[config.mk]
export PLATFORM = sky130hd
export DESIGN_NAME = full_adder_reg
export DESIGN_NICKNAME = d
export VERILOG_FILES = /design/src/rtl/full_adder_reg.sv
export SDC_FILE = /design/constraint.sdc
export NUM_CORES = 1
export LEC_CHECK = 0
export CAP_MARGIN = 10
export CORE_AREA = 3 3 40 42
export CTS_CLUSTER_SIZE = 20
export DETAILED_ROUTE_END_ITERATION = 7
export DIE_AREA = 0 0 43 45
export GPL_ROUTABILITY_DRIVEN = 0
export PLACE_DENSITY = 0.3
export SLEW_MARGIN = 20
export SYNTH_ARGS = -nofsm -noshare
export SYNTH_HDL_FRONTEND = slang
export SYNTH_SLANG_ARGS = --single-unit
[constraint.sdc]
create_clock -name clk -period 0.9 [get_ports clk]
set_clock_uncertainty 0.2 [all_clocks]
set_input_delay 0.18 -clock clk [delete_from_list [all_inputs] [get_ports clk]]
set_output_delay 0.18 -clock clk [all_outputs]
set_load 0.02 [all_outputs]
[src/rtl/full_adder_reg.sv]
// Registered ripple-carry full adder: {cout, sum} = a + b + cin, one cycle late.
// A valid strobe rides alongside the data so results can be qualified downstream.
module full_adder_reg #(
  parameter int WIDTH = 1
) (
  input  logic             clk,
  input  logic             rst,
  input  logic             in_valid,
  input  logic [WIDTH-1:0] a,
  input  logic [WIDTH-1:0] b,
  input  logic             cin,
  output logic [WIDTH-1:0] sum,
  output logic             cout,
  output logic             out_valid
);

  logic [WIDTH:0]   c;
  logic [WIDTH-1:0] s;

  assign c[0] = cin;

  for (genvar i = 0; i < WIDTH; i++) begin : g_cell
    assign s[i]   = a[i] ^ b[i] ^ c[i];
    assign c[i+1] = (a[i] & b[i])
                  | (a[i] & c[i])
                  | (b[i] & c[i]);
  end

  // Data holds when no operands arrive; only the strobe drops.
  always_ff @(posedge clk or posedge rst) begin
    if (rst) begin
      sum       <= '0;
      cout      <= 1'b0;
      out_valid <= 1'b0;
    end else begin
      out_valid <= in_valid;
      if (in_valid) begin
        sum  <= s;
        cout <= c[WIDTH];
      end
    end
  end

endmodule

==> results of run 1 <==
-- cells by family (layout without fill, tap and decap cells) --
kind of cell,after synthesis,count (layout),share of synthesized area (%)
adders and majority gates,1,1,16.50
buffers and inverters,1,15,3.090
DFF,3,3,61.85
muxes,2,2,18.56
-- cell usage in the layout, fill, tap and decap left out --
| cell type | synthesis | final |
|---|---|---|
| dlygate4sd2_1 | 0 | 1 |
| dfrtp_1 | 3 | 3 |
| inv_1 | 1 | 1 |
| buf_2 | 0 | 3 |
| fa_2 | 0 | 1 |
| clkbuf_4 | 0 | 3 |
| clkbuf_1 | 0 | 1 |
| buf_4 | 0 | 2 |
| buf_6 | 0 | 3 |
| clkdlybuf4s50_1 | 0 | 1 |
| mux2_4 | 0 | 2 |
-- per-stage QoR --
stage	setup TNS (ns)	power (W)	hold WS, ns
floorplan	-0.4871	0.0002075	-0.2664
global placement	-2.810	0.0002942	0.1634
detailed placement	-2.835	0.0002957	0.1686
CTS	-1.067	0.0005455	-0.07812
global route	-1.180	0.0005736	-0.06908
finish	-1.033	0.0005299	-0.07843
-- cell type report --
class | instances | area [µm²] | share of cell area, %
Clock buffer | 4 | 26.28 | 10.14
Inverter | 1 | 3.754 | 1.449
Multi-Input combinational cell | 3 | 52.55 | 20.29
Sequential cell | 3 | 75.07 | 28.99
Tap cell | 15 | 18.77 | 7.246
Timing Repair Buffer | 10 | 82.58 | 31.88
-- worst register-to-register path: stages, from the launching register on --
cell	delay [ns]
dfrtp_1	0.39
buf_4	0.14
mux2_4	0.25
-- sequential cells by signal, summed over array words and instances, names as in the netlist --
signal,cells
sum,1
out_valid,1
cout,1
-- worst paths after layout --
kind	startpoint	to	depth (start not counted)
setup / recovery	sum	sum	1
hold / removal	rst	sum	2
setup reg to reg	sum	sum	2
hold reg to reg	cout	cout	2
max in group asynchronous	rst	cout	2
min in group clk	in_valid	out_valid	1
-- report_power, final --
group          leakage, nW  switching [W]  internal (W)
Clock               0.0150      0.0000662      0.000166
Sequential          0.0350      0.0000123      0.000153
Combinational       0.0770      0.0000492     0.0000835
Total                0.127       0.000128      0.000402
-- what timing repair did --
| action | in CTS | in global routing |
|---|---|---|
| pin swaps | 1 | 0 |
| hold endpoints to repair | 3 | 3 |
| setup endpoints to repair | 5 | 5 |
| buffers inserted | 0 | 0 |
| gates resized for setup | 32 | 0 |
-- per-layer routing --
layer / vias up / global-route usage, %
li1: 49 / -
met5: - / 0
met2: 9 / 4.491
met1: 51 / 4.612
met3: 0 / 5.179
met4: 0 / 7.229
==> metrics, run 1 <==
outcome finished with violations; failing checks negative hold slack, negative setup slack; gr usage total 4.925%; drt first pass iters 4; count leader, synth dfrtp_1; core box area between 1000 and 1500 µm²; synthesized area per cell 17.34 µm²; predominant post-synthesis flop cell dfrtp_1; crit path buf inv count 1; worst path cell trace buf_6; Final Hold Vio Count 3; Worst Hold Class input port to asynchronous set/reset pin; Worst path max stage delay 0.39 ns; CP top delay family flip-flops; Max Slew Vio Count 0; Wirelength per Cell 8.806 µm; EDFF count, synth 0; vias in the first global route 120; Power Density 2046 nW/µm²; CTS Root Cell clkbuf_4; Worst-path clk slew around 0.040 ns; die area 1935 µm²; RSZ-0062 raised after global routing yes; placed inst area 241.5 µm²; DPL Wire Length 255.6 µm; Setup Viol. Count Final 5; H-tree depth 1; leakage 0.1270 nW; final net count 29; fin util 20.16%; number of antenna violations at the first check in global routing 0; total CTS buffers 3; required time worst endpoint 0.52 ns; #FFs+latches synth 3; first-pass GRT wire length roughly 540 µm; share of cells above drive strength 1 66.67%; post-route setup slack -0.2368 ns; DRT iter0 DRCs 2; IO buf count 8; Synth area leaders dfrtp_1 (62%), mux2_2 (19%), fa_1 (16%), inv_1 (3.1%); row count 13; die width 43 µm; Area growth syn-to-layout 113.4%; min Tclk post-route 1.137 ns; clk buf depth 2; Worst path slowest cell dfrtp_1; metal2 WL 121 µm; CP max FO 2; final hold slack -0.07843 ns; fraction of registers with async set/reset 100.0%; largest net degree at the start of global routing 4; max_cap viols 0; Ys Warns 0; Post-DRT Antenna Nets 0; share of the yosys chip area belonging to registers between 60% and 70%; DR vias/cell 3.028; R2R Setup Slk -0.20 ns; Syn Inst Count 7; CP Launch Type register; Cells after DPL 32; initial cell density of the core a little under a tenth; Overflow after GRT 0; wirelength, routed 317 µm; Die Y 45 µm; antenna diode count 0; final instance area 259.0 µm²; met3 WL post-DR 65 µm; clock sink count 3; Critical Path AT 0.76 ns; Netlist cell types 4; synthesized area 121.4 µm²; Ports 9; post-place setup slack -0.8063 ns; Top Metal Used met3; Non-Filler Instances 36; # DRC 0; total number of vias 109; top post-synthesis cells by count dfrtp_1 (3), mux2_2 (2), fa_1 (1), inv_1 (1); CTS tree built; worst rel slew slack about 88%; Fillers 149; Crit. End Element output port; post-synth top area share 61.86%; clk_lat worst skew 0.23 ns; Metal-1 WL 131 µm; VDD IR max between 0.0003 and 0.0004 V; net count after synthesis 14; Max Freq 0.8796 GHz; CP Class register to output port; Synth area leader dfrtp_1; Tcrit/Tclk final 126.3%; actual slew at the worst max-slew pin approximately 0.18 ns
No activity file was read; power rests on OpenSTA's default activity.
==> run 2, diff against run 1 <==
CORE_AREA = 5 5 42 44   (was 3 3 40 42)
DIE_AREA = 0 0 47 49   (was 0 0 43 45)
==> metrics, run 2 (synthesis gave the netlist of run 1 again) <==
final hold slack -0.08604 ns (-0.007610 ns); DRT iter0 DRCs 2 (unchanged); Critical Path AT 0.75 ns (about the same); DPL Wire Length 227.5 µm (-11%); Worst R2R Path Depth 2 (unchanged); Worst path slowest cell dfrtp_1; IO buf count 8 (unchanged); DR vias/cell 2.667 (-12%); largest net degree at the start of global routing 4 (unchanged); total number of vias 96 (-12%); Die Y 49 µm (+8.9%); die area 2303 µm² (+19%); Area growth syn-to-layout 113.4% (unchanged); Tcrit/Tclk final 126.1% (-0.22 points); clk buf depth 2 (unchanged); required time worst endpoint 0.52 ns (about the same); Wirelength per Cell 8.639 µm (-1.9%); row count 14 (+1); gr usage total 3.678% (-1.2 points); worst rel slew slack 88.47% (+0.74 points); Overflow after GRT 0 (unchanged); failing checks negative hold slack, negative setup slack; commonest cells after routing, fill and taps aside buf_6 (4), clkbuf_4 (3), dfrtp_1 (3); total CTS buffers 3 (unchanged); number of antenna violations at the first check in global routing 0 (unchanged); Top Metal Used met3; drt first pass iters 2 (-2); outcome finished with violations; CTS tree built; post-route setup slack -0.2348 ns (+0.001991 ns); fin util 18.48% (-1.7 points); core box area 1401 µm² (+9.1%); clk_lat worst skew 0.23 ns (about the same); CP Launch Type register; Worst path max stage delay 0.38 ns (about the same); first-pass GRT wire length 517 µm (-3.9%); worst path cell trace buf_6; die width 47 µm (+9.3%); wirelength, routed 311 µm (-1.9%); Power Density 2050 nW/µm² (+0.18%); clock sink count 3 (unchanged); Max Freq 0.8812 GHz (+0.18%); Stages on worst setup path 1 (unchanged); met3 WL post-DR 39 µm (-40%); metal2 WL 127 µm (+5.0%); most common cell after layout, fill and taps aside buf_6; final net count 28 (-3.4%); initial cell density of the core 8.661% (-0.78 points); vias in the first global route 122 (+1.7%); VDD IR max 0.0005482 V (+60%); min Tclk post-route 1.135 ns (-0.001991 ns); CP top delay family flip-flops; crit path buf inv count 1 (unchanged); Crit. End Element output port; CTS Root Cell clkbuf_4; # DRC 0 (unchanged); Worst Hold Class input port to asynchronous set/reset pin; Final Hold Vio Count 3 (unchanged); Ports 9 (unchanged); CP Class register to output port; CP max FO 2 (unchanged); leakage 0.1243 nW (-2.1%); Metal-1 WL 145 µm (+11%); H-tree depth 1 (unchanged); Worst-path clk slew 0.04 ns (about the same); RSZ-0062 raised after global routing yes; actual slew at the worst max-slew pin 0.1730 ns (-0.01104 ns); top flop regs cout (1), out_valid (1), sum (1); Setup Viol. Count Final 5 (unchanged); share of cells above drive strength 1 65.00% (-1.7 points); Post-DRT Antenna Nets 0 (unchanged); max_cap viols 0 (unchanged); Max Slew Vio Count 0 (unchanged); antenna diode count 0 (unchanged)
[run 2: through the flow]
stage / total power, W / setup slack (ns) / instances / instance area (µm²) / TNS [ns]
final: 0.0005309 / -0.2348 / 36 / 259.0 / -0.9112
after global routing: 0.0005699 / -0.2671 / 36 / 259.0 / -1.064
after CTS: 0.0005470 / -0.2516 / 36 / 259.0 / -0.9545
after global placement: 0.0002742 / -0.7944 / 31 / 227.7 / -2.793
after floorplan: 0.0002075 / -0.2861 / 7 / 127.6 / -0.4871
after detailed placement: 0.0002731 / -0.7895 / 31 / 227.7 / -2.795
[run 2: final timing paths]
path	start	end	slack [ns]
hold / removal	rst	sum	-0.09
setup / recovery	cout	cout	-0.23
hold reg to reg	cout	cout	0.34
setup reg to reg	sum	sum	-0.18
min in group clk	in_valid	out_valid	0.10
max in group asynchronous	rst	out_valid	0.45
[run 2: where the power goes]
part           total [W]  switching (W)  internal (W)
clock           0.000242      0.0000751      0.000167
sequential      0.000164      0.0000109      0.000153
combinational   0.000126      0.0000467     0.0000790
total           0.000531       0.000133      0.000398
[run 2: timing repair]
item | 4_1_cts | 5_1_grt
endpoints found under the setup margin | 5 | 5
setup buffers | 1 | 0
pin swaps | 1 | 0
endpoints found under the hold margin | 3 | 3
resized for setup | 33 | 0
[run 2: layout make-up]
class / instances / area, µm²
Fill cell: 166 / 1142
Timing Repair Buffer: 9 / 81.33
Sequential cell: 3 / 75.07
Multi-Input combinational cell: 3 / 52.55
Clock buffer: 4 / 26.28
Tap cell: 16 / 20.02
Inverter: 1 / 3.754
[run 2: layer usage]
layer	vias up	track usage, %
li1	47	-
met1	43	4.454
met2	6	3.167
met3	0	3.321
met4	0	4.147
met5	-	0
